### src/rtl/i2s_pkg.sv
// Shared definitions for the I2S transmit feeder: FSM encoding, counter width
// and stereo pair sizing.
package i2s_pkg;

  typedef enum logic [1:0] {
    ST_IDLE  = 2'd0,
    ST_PRIME = 2'd1,
    ST_RUN   = 2'd2
  } feeder_state_t;

  localparam int UNDERRUN_CNT_W = 8;
  localparam int DEF_AUDIO_DW   = 16;
  localparam int DEF_FIFO_DEPTH = 4;

  // A stereo pair is stored as {left, right}.
  function automatic int pair_width(input int dw);
    return 2 * dw;
  endfunction

endpackage

### src/rtl/i2s_pair_fifo.sv
// Synchronous FIFO of {left, right} stereo pairs. The level is kept separately
// from the pointers; there is no same-cycle push-to-pop bypass.
module i2s_pair_fifo
  import i2s_pkg::*;
#(
  parameter int PAIR_W = pair_width(DEF_AUDIO_DW),
  parameter int DEPTH  = DEF_FIFO_DEPTH
) (
  input  logic                   clk,
  input  logic                   rst_n,
  input  logic                   flush,
  input  logic                   push,
  input  logic [PAIR_W-1:0]      push_data,
  input  logic                   pop,
  output logic [PAIR_W-1:0]      head_data,
  output logic [$clog2(DEPTH):0] level,
  output logic                   full,
  output logic                   empty
);

  localparam int AW = $clog2(DEPTH);
  localparam logic [AW:0] FULL_LVL = DEPTH[AW:0];

  logic [PAIR_W-1:0] mem [DEPTH];
  logic [AW-1:0]     wr_ptr_reg;
  logic [AW-1:0]     rd_ptr_reg;
  logic [AW:0]       level_reg;
  logic              push_ok;
  logic              pop_ok;

  // Full/empty come from the pre-edge level, so a pop never frees a slot
  // for a push in the same cycle.
  assign full      = (level_reg == FULL_LVL);
  assign empty     = (level_reg == '0);
  assign push_ok   = push & ~full;
  assign pop_ok    = pop & ~empty;
  assign head_data = mem[rd_ptr_reg];
  assign level     = level_reg;

  always_ff @(posedge clk) begin
    if (push_ok) begin
      mem[wr_ptr_reg] <= push_data;
    end
  end

  always_ff @(posedge clk) begin
    if (!rst_n || flush) begin
      wr_ptr_reg <= '0;
      rd_ptr_reg <= '0;
      level_reg  <= '0;
    end else begin
      if (push_ok) wr_ptr_reg <= wr_ptr_reg + 1'b1;
      if (pop_ok)  rd_ptr_reg <= rd_ptr_reg + 1'b1;
      level_reg <= level_reg + {{AW{1'b0}}, push_ok} - {{AW{1'b0}}, pop_ok};
    end
  end

endmodule

### src/rtl/i2s_tx_feeder.sv
// Frame-synchronous sample scheduler: round-robin intake from two stereo
// sources, one pair presented to the transmitter per LRCLK frame.
module i2s_tx_feeder
  import i2s_pkg::*;
#(
  parameter int AUDIO_DW   = DEF_AUDIO_DW,
  parameter int FIFO_DEPTH = DEF_FIFO_DEPTH
) (
  input  logic                        i_tx_sclk,
  input  logic                        i_rst_n,
  input  logic                        i_enable,
  input  logic [AUDIO_DW-1:0]         i_cfg_prescaler,
  input  logic                        i_lrclk,
  input  logic                        i_src0_valid,
  input  logic [AUDIO_DW-1:0]         i_src0_left,
  input  logic [AUDIO_DW-1:0]         i_src0_right,
  input  logic                        i_src1_valid,
  input  logic [AUDIO_DW-1:0]         i_src1_left,
  input  logic [AUDIO_DW-1:0]         i_src1_right,
  output logic                        o_src0_ready,
  output logic                        o_src1_ready,
  output logic [AUDIO_DW-1:0]         o_tx_prescaler,
  output logic [AUDIO_DW-1:0]         o_tx_left_chan,
  output logic [AUDIO_DW-1:0]         o_tx_right_chan,
  output logic [$clog2(FIFO_DEPTH):0] o_fifo_level,
  output logic                        o_underrun,
  output logic [UNDERRUN_CNT_W-1:0]   o_underrun_cnt,
  output logic                        o_running
);

  localparam int PAIR_W = pair_width(AUDIO_DW);

  feeder_state_t             state_reg, state_next;
  logic                      lrclk_q;
  logic                      frame_stb;
  logic                      fifo_full, fifo_empty;
  logic [PAIR_W-1:0]         head_pair, push_pair;
  logic                      grant0, grant1, active;
  logic                      pop_req, underrun_hit;
  logic                      last_src1_reg;
  logic [AUDIO_DW-1:0]       prescaler_reg, left_reg, right_reg;
  logic                      underrun_reg;
  logic [UNDERRUN_CNT_W-1:0] underrun_cnt_reg;

  assign frame_stb = lrclk_q & ~i_lrclk;

  always_ff @(posedge i_tx_sclk) begin
    if (!i_rst_n) state_reg <= ST_IDLE;
    else          state_reg <= state_next;
  end

  always_comb begin
    state_next   = state_reg;
    active       = (state_reg == ST_PRIME) || (state_reg == ST_RUN);
    grant0       = 1'b0;
    grant1       = 1'b0;
    pop_req      = 1'b0;
    underrun_hit = 1'b0;
    case (state_reg)
      ST_IDLE:  if (i_enable) state_next = ST_PRIME;
      ST_PRIME: if (frame_stb && !fifo_empty) state_next = ST_RUN;
      ST_RUN:   state_next = ST_RUN;
      default:  state_next = ST_IDLE;
    endcase
    if (!i_enable) state_next = ST_IDLE;
    // last_src1_reg high means src0 has priority on a tie.
    if (active && !fifo_full) begin
      grant0 = i_src0_valid && (!i_src1_valid || last_src1_reg);
      grant1 = i_src1_valid && (!i_src0_valid || !last_src1_reg);
    end
    pop_req      = i_enable && active && frame_stb && !fifo_empty;
    underrun_hit = i_enable && (state_reg == ST_RUN) && frame_stb && fifo_empty;
  end

  assign push_pair = grant0 ? {i_src0_left, i_src0_right} : {i_src1_left, i_src1_right};

  i2s_pair_fifo #(
    .PAIR_W (PAIR_W),
    .DEPTH  (FIFO_DEPTH)
  ) u_fifo (
    .clk       (i_tx_sclk),
    .rst_n     (i_rst_n),
    .flush     (~i_enable),
    .push      (grant0 | grant1),
    .push_data (push_pair),
    .pop       (pop_req),
    .head_data (head_pair),
    .level     (o_fifo_level),
    .full      (fifo_full),
    .empty     (fifo_empty)
  );

  always_ff @(posedge i_tx_sclk) begin
    if (!i_rst_n) begin
      lrclk_q          <= 1'b0;
      last_src1_reg    <= 1'b1;
      prescaler_reg    <= '0;
      left_reg         <= '0;
      right_reg        <= '0;
      underrun_reg     <= 1'b0;
      underrun_cnt_reg <= '0;
    end else begin
      lrclk_q      <= i_lrclk;
      underrun_reg <= underrun_hit;
      if (state_reg == ST_IDLE) prescaler_reg <= i_cfg_prescaler;
      if (!i_enable) begin
        last_src1_reg    <= 1'b1;
        left_reg         <= '0;
        right_reg        <= '0;
        underrun_cnt_reg <= '0;
      end else begin
        if (grant0)      last_src1_reg <= 1'b0;
        else if (grant1) last_src1_reg <= 1'b1;
        if (pop_req) begin
          left_reg  <= head_pair[PAIR_W-1:AUDIO_DW];
          right_reg <= head_pair[AUDIO_DW-1:0];
        end else if (underrun_hit) begin
          left_reg  <= '0;
          right_reg <= '0;
          if (underrun_cnt_reg != '1) underrun_cnt_reg <= underrun_cnt_reg + 1'b1;
        end
      end
    end
  end

  assign o_src0_ready    = grant0;
  assign o_src1_ready    = grant1;
  assign o_tx_prescaler  = prescaler_reg;
  assign o_tx_left_chan  = left_reg;
  assign o_tx_right_chan = right_reg;
  assign o_underrun      = underrun_reg;
  assign o_underrun_cnt  = underrun_cnt_reg;
  assign o_running       = (state_reg == ST_RUN);

endmodule

### config.mk
export PLATFORM = sky130hd
export DESIGN_NAME = i2s_tx_feeder
export DESIGN_NICKNAME = d
export VERILOG_FILES = /design/src/rtl/i2s_pkg.sv /design/src/rtl/i2s_pair_fifo.sv /design/src/rtl/i2s_tx_feeder.sv
export SDC_FILE = /design/constraint.sdc
export NUM_CORES = 1
export LEC_CHECK = 0
export CAP_MARGIN = 10
export CORE_UTILIZATION = 56
export DETAILED_ROUTE_END_ITERATION = 8
export GPL_TIMING_DRIVEN = 0
export PLACE_DENSITY = 0.95
export SKIP_LAST_GASP = 1
export SYNTH_ARGS = -nofsm -noshare
export SYNTH_HDL_FRONTEND = slang
export SYNTH_HIERARCHICAL = 1
export SYNTH_SLANG_ARGS = --single-unit
export TNS_END_PERCENT = 100
### constraint.sdc
create_clock -name i_tx_sclk -period 7.5 [get_ports i_tx_sclk]
set_clock_uncertainty 0.15 [all_clocks]
set_input_delay 0.75 -clock i_tx_sclk [delete_from_list [all_inputs] [get_ports i_tx_sclk]]
set_output_delay 0.75 -clock i_tx_sclk [all_outputs]
set_load 0.01 [all_outputs]
* Yosys cells after proc, flatten, opt, wreduce, memory -nomap -nowiden *
Memory sizes are Yosys's and may differ from the RTL's. A register that Yosys moved wholly into a read port is not among the register bits.
Cells that the tools add are included.

word-level totals
  flip-flop bits (word level) = 68
  bits in latches = 0
  RAM bits = 128
  ROM bits = 0
  word-level logic and storage cells = 71
  memories kept = 1

operators by class
  add/sub/neg operators = 5
  multiply operators = 0
  divide/modulo/power cells = 0
  magnitude comparators = 0
  equality and inequality tests = 5
  shift operators = 0
  mux-type cells = 14
  bitwise gates (word level) = 9
  reductions and logical operators = 26

memories
  name        depth  width  read ports  clocked after Yosys merged registers in  write ports  RTL line             text
  u_fifo.mem  4      32     1           1                                        1            i2s_pair_fifo.sv:24  logic [PAIR_W-1:0] mem [DEPTH];

operators with widths
  kind                                                                     count
  16-bit two-way mux                                                       3
  32-bit two-way mux                                                       1
  1-bit logical AND                                                        10
  8-bit by 1-bit adder with 8-bit output, second input constant            1
  8-bit inequality test, second input constant                             1
  1-bit zero test                                                          6
  1-bit two-way mux                                                        6
  2-bit two-way mux                                                        3
  2-bit one-hot mux with 3 select lines                                    1
  1-bit inverter                                                           5
  2-bit by 1-bit adder with 2-bit output, second input constant            2
  1-bit logical OR                                                         4
  2-bit nonzero test                                                       2
  3-bit by 1-bit adder with 3-bit output                                   1
  1-bit bitwise AND                                                        3
  3-bit == test, second input constant                                     1
  3-bit zero test                                                          1
  3-bit AND reduction                                                      1
  3-bit by 1-bit subtractor with 3-bit output                              1
  2-bit by 1-bit == test with 1-bit output, second input constant          1
  2-bit == test, second input constant                                     1
  2-bit zero test                                                          1
  2-bit by 1-bit inequality test with 1-bit output, second input constant  1
  2-bit AND reduction                                                      1
  1-bit OR                                                                 1

* Depth between registers and ports, before layout *
  word-level depth = 8
  depth in mapped cells = 17
  gate-level depth less buffers = 15

* Cells and area by module *
Netlist, hierarchy kept.

modules (own cells, without submodules)
  module         times used  cells each  area each (µm²)  seq. area each (µm²)
  i2s_pair_fifo  1           219         5,088.6          4,023.9
  i2s_tx_feeder  1           310         2,815.2          1,221.2

* Least setup slack after synthesis *
No wires, ideal clock.

  path kind = reg2reg
  from = reg u_fifo.level_reg[1] (netlist: u_fifo/level[1])
  to = reg u_fifo.level_reg[2] (netlist: u_fifo/level[2])
  library setup time = 0.119 ns
  arrival = 3.049 ns
  setup slack = 4.182 ns
  stages on the path, launching flop included = 18
  buffers on the path = 2
  cell sequence = dfxtp_1 > or3b_1 > clkbuf_2 > inv_1 > nor2b_1 > nand2_1 > a21oi_2 > buf_2 > or2_2 > and2_4 > inv_1 > ha_1 > inv_1 > ha_1 > fa_1 > xnor2_1 > xnor2_1 > nor2_1

on the way
  longest elaborated chain between the ends = 8
  elaborated cells between the ends (all ways) = 15
  those cells by class = 2 x add/sub; 1 x eq/ne; 2 x mux; 5 x bitwise; 5 x reduce/logical

RTL lines
  item                                         RTL line             text
  from (decl)                                  i2s_pair_fifo.sv:27  logic [AW:0] level_reg;
  from (signal assigned)                       i2s_pair_fifo.sv:54  level_reg <= level_reg + {{AW{1'b0}}, push_ok} - {{AW{1'b0}}, pop_ok};
  3-bit == test                                i2s_pair_fifo.sv:33  assign full = (level_reg == FULL_LVL);
  via fifo_full                                i2s_tx_feeder.sv:36  logic fifo_full, fifo_empty;
  1-bit zero test                              i2s_tx_feeder.sv:67  if (active && !fifo_full) begin
  1-bit logical AND                            i2s_tx_feeder.sv:67
  1-bit two-way mux                            i2s_tx_feeder.sv:67
  via o_src0_ready                             i2s_tx_feeder.sv:20  output logic o_src0_ready,
  1-bit OR                                     i2s_tx_feeder.sv:84  .push (grant0 | grant1),
  1-bit bitwise AND                            i2s_pair_fifo.sv:35  assign push_ok = push & ~full;
  3-bit by 1-bit adder with 3-bit output       i2s_pair_fifo.sv:54
  3-bit by 1-bit subtractor with 3-bit output  i2s_pair_fifo.sv:54

The timed path passes the listed nets, and every way through them passes these cells.
A chain may end at the register's enable or synchronous reset.

* Worst setup path after layout *
  from = reg state_reg[1]
  to = reg u_fifo.level_reg[2] (netlist: u_fifo/level[2])

on the way
  longest elaborated chain between the ends = 8
  elaborated cells between the ends (all ways) = 14
  those cells by class = 2 x add/sub; 2 x eq/ne; 2 x mux; 3 x bitwise; 5 x reduce/logical

RTL lines
  item                                                                              RTL line             text
  from (decl)                                                                       i2s_tx_feeder.sv:33  feeder_state_t state_reg, state_next;
  from (signal assigned)                                                            i2s_tx_feeder.sv:49  else state_reg <= state_next;
  2-bit by 1-bit == test with 1-bit output / 2-bit == test (equally long branches)  i2s_tx_feeder.sv:54  active = (state_reg == ST_PRIME) || (state_reg == ST_RUN);
  1-bit logical OR *                                                                i2s_tx_feeder.sv:54
  1-bit logical AND                                                                 i2s_tx_feeder.sv:67
  1-bit two-way mux                                                                 i2s_tx_feeder.sv:67
  1-bit OR                                                                          i2s_tx_feeder.sv:84
  1-bit bitwise AND                                                                 i2s_pair_fifo.sv:35
  3-bit by 1-bit adder with 3-bit output                                            i2s_pair_fifo.sv:54
  3-bit by 1-bit subtractor with 3-bit output *                                     i2s_pair_fifo.sv:54

Every way passes the cells marked *; elsewhere a longest branch is shown, timed or not.

==> impl_metrics.py <==
metrics = {
    "placed_design": {
        "place_worst_setup_slack_ns": 3.308,
        "finalWeightedCongestion": 0.8121,
        "dpl.hpwl_um": 12200,
        "io_buffer_count": 148,
        "dpl_cell_area_mm2": 0.009610,
    },
    "critical_path": {
        "reg2reg_depth": 16,
        "worst-r2r-setup-slack_ns": 3.48,
        "critPathKind": "flip-flop to flip-flop",
        "crit_family": "adder cells",
        "cp-end-kind": "flip-flop",
        "required_ns": 7.68,
        "worstPathCellList": "inv_1, ha_1, nor2b_1, nand2_1, a21oi_2, buf_2, or2_2, and2_4, inv_1, ha_1, inv_1, ha_1, fa_1, xnor2_1, xnor2_1, nor2_1",
        "worstPathArrival_ns": 4.20,
        "slowest_delay_ns": 0.52,
        "rr_endpoint": "u_fifo/level[2]$_SDFF_PP0_",
        "slowest_stage": "a21oi_2",
        "r2r-start": "state_reg[1]$_SDFFE_PN0P_",
        "cp_max_fo": 10,
        "path_buf_inv": 4,
        "startpoint_type": "flip-flop",
    },
    "global_routing": {
        "grt_max_degree": 33,
        "antenna_found_initial": 0,
        "overflow": 0,
        "grt_pass1_vias": 5391,
        "grt_pass1_wl_um": 28410,
        "grt_usage_pct": 26.65,
    },
    "synth": {
        "netlist_area_mm2": 0.007904,
        "yosysMostFrequentCell": "edfxtp_1",
        "ys_ff_latch": 198,
        "netlist_top_cells_count": "edfxtp_1 (128), dfxtp_1 (70), nand2_1 (41)",
        "avgSynthCellArea_um2": 14.94,
        "synth_area_leaders": "edfxtp_1 (49%), dfxtp_1 (18%), mux4_2 (9.1%), mux2_2 (3.1%), a21oi_1 (2.5%)",
        "synth_edf_count": 128,
        "ys.flop_type": "edfxtp_1",
        "synth_nets": 627,
        "synth.distinct_cells": 48,
        "synthCells": 529,
        "synth_top_cell_by_area": "edfxtp_1",
        "ys_seq_area_share_pct": 66.36,
        "async_flop_share_pct": 0,
        "yosysTopAreaCellShare_pct": 48.63,
        "yosys_warnings": 6,
    },
    "floorplanning": {
        "die-area_mm2": 0.01459,
        "fp-row-count": 43,
        "start_util_pct": 57.16,
        "io-pin-count": 149,
        "dieHeight_um": 120.8,
        "core_mm2": 0.01383,
        "die_w_um": 120.8,
    },
    "timing": {
        "rsz0062_at_grt": "false",
        "finalSetupViolCount": 0,
        "worstMarginPinSlew_ns": 1.171,
        "fin_crit_ns": 4.021,
        "finalMaxSlewViolations": 0,
        "relSlewSlack_pct": 21.30,
        "hold_viol": 0,
        "fin_crit_sh_pct": 53.61,
        "setup-tns-final_ns": 0,
        "fmax_mhz": 248.7,
        "fin_ws_ns": 3.479,
    },
    "flow_run": {
        "max-cap-violations": 0,
    },
    "cts": {
        "cts_num_sinks": 198,
        "cts_resized": 0,
        "h-tree-depth": 4,
        "cts_root_buffer": "clkbuf_16",
        "cts_tree": "yes",
        "clk_pin_slew_ns": 0.07,
        "cts_inserted_buffers": 17,
        "post-cts-setup-buffers": 0,
        "insertion_delay_ns": 0.44,
        "cts_hold_buf": 0,
        "clk_path_buf_depth": 2,
    },
    "finish": {
        "regMostFlops": "u_fifo/mem",
        "n_fill_cell": 778,
        "synthToLayoutAreaGrowth_pct": 29.35,
        "largest_reg_flops": 128,
        "design_area_mm2": 0.01022,
        "antenna_cells": 0,
        "nets": 794,
        "drive_above_1_share_pct": 15.66,
    },
    "routing": {
        "via_count": 5244,
        "dr.first_iter.drc_count": 510,
        "drt_pass1_iterations": 7,
        "wire_per_inst_um": 20.91,
        "post_drt_via_cell_ratio": 5.899,
        "detail-route-antenna-nets": 0,
        "routed_wl_um": 18590,
        "drc": 0,
    },
    "worst_hold_path": {
        "hp-start": "o_tx_left_chan[9]$_SDFFE_PN0P_",
        "whs_endpoint": "o_tx_left_chan[9]$_SDFFE_PN0P_",
        "worst_hold_path_type": "flip-flop to flip-flop",
        "hold_depth": 2,
    },
    "power_and_ir_drop": {
        "total_power_uw": 2305,
        "vdd_drop_max_mv": 0.1683,
        "p_leak_uw": 0.003460,
        "powerDensity_mw_per_mm2": 225.5,
    },
    "outcome": {
        "status": "completed",
    },
}
-- worst max-delay path by stage --
stage	start	end	depth (start not counted)	slack (ns)
2_1_floorplan	u_fifo/level[1]$_SDFF_PP0_	u_fifo/level[2]$_SDFF_PP0_	17	4.18
3_3_place_gp	i_src0_valid	u_fifo/level[2]$_SDFF_PP0_	14	3.44
3_5_place_dp	i_src0_valid	u_fifo/level[2]$_SDFF_PP0_	14	3.31
4_1_cts	state_reg[1]$_SDFFE_PN0P_	u_fifo/level[2]$_SDFF_PP0_	16	3.48
5_1_grt	state_reg[1]$_SDFFE_PN0P_	u_fifo/level[2]$_SDFF_PP0_	16	3.23
6_report	state_reg[1]$_SDFFE_PN0P_	u_fifo/level[2]$_SDFF_PP0_	16	3.48
-- metal layers --
| layer | GRT usage (%) | wire length [um] | vias up |
|---|---|---|---|
| li1 | - | - | 2325 |
| met1 | 31.85 | 6926 | 2529 |
| met2 | 45.37 | 9480 | 338 |
| met3 | 6.415 | 1551 | 52 |
| met4 | 12.89 | 629 | 0 |
| met5 | 0 | 0 | - |
-- power breakdown --
group	internal [uW]	switching (uW)
Combinational	91.7	72.8
Sequential	1190	8.69
Clock	537	405
-- layout make-up --
| cell class | count | area [um^2] | area share, % |
|---|---|---|---|
| Sequential cell | 198 | 5245 | 51.30 |
| Clock inverter | 14 | 173.9 | 1.701 |
| Inverter | 14 | 52.55 | 0.5140 |
| Buffer | 30 | 136.4 | 1.334 |
| Tap cell | 180 | 225.2 | 2.203 |
| Clock buffer | 18 | 439.2 | 4.296 |
| Timing Repair Buffer | 148 | 1481 | 14.49 |
| Multi-Input combinational cell | 287 | 2470 | 24.16 |
-- worst min-delay path, stage by stage, from the launching register on --
cell and delay [ns]:
dfxtp_1 0.31, nand3_1 0.06, a21oi_1 0.06
-- stage by stage --
step	utilization, %	hold slack (ns)	cells
finish	73.94	0.3279	889
global route	73.94	0.3542	889
CTS	73.94	0.3314	889
detailed placement	69.51	0.3217	857
global placement	69.51	0.3075	857
floorplan	-	0.3091	529
-- kinds of logic after synthesis --
logic type / synth area share [%]
xor+xnor: 0.2217
compound gates: 4.005
flops: 66.36
fa+ha+maj: 1.995
simple gates: 8.944
buf+inv: 2.390
mux: 16.08
-- cell usage in the layout, fill, tap and decap left out, drive strengths merged, types with 3 or more instances in the layout --
cell / instances
clkinvlp: 4
nor2b: 19
mux2: 32
edfxtp: 128
a21oi: 41
and4: 3
nand2: 41
ha: 11
clkinv: 3
and2: 6
bufinv: 3
dfxtp: 70
inv: 18
and3: 6
nor2: 5
buf: 16
mux2i: 19
nand3: 37
o31ai: 3
o21ai: 6
clkbuf: 32
nand4: 4
mux4: 32
clkdlybuf4s50: 148
No activity file was read; power rests on OpenSTA's default activity.
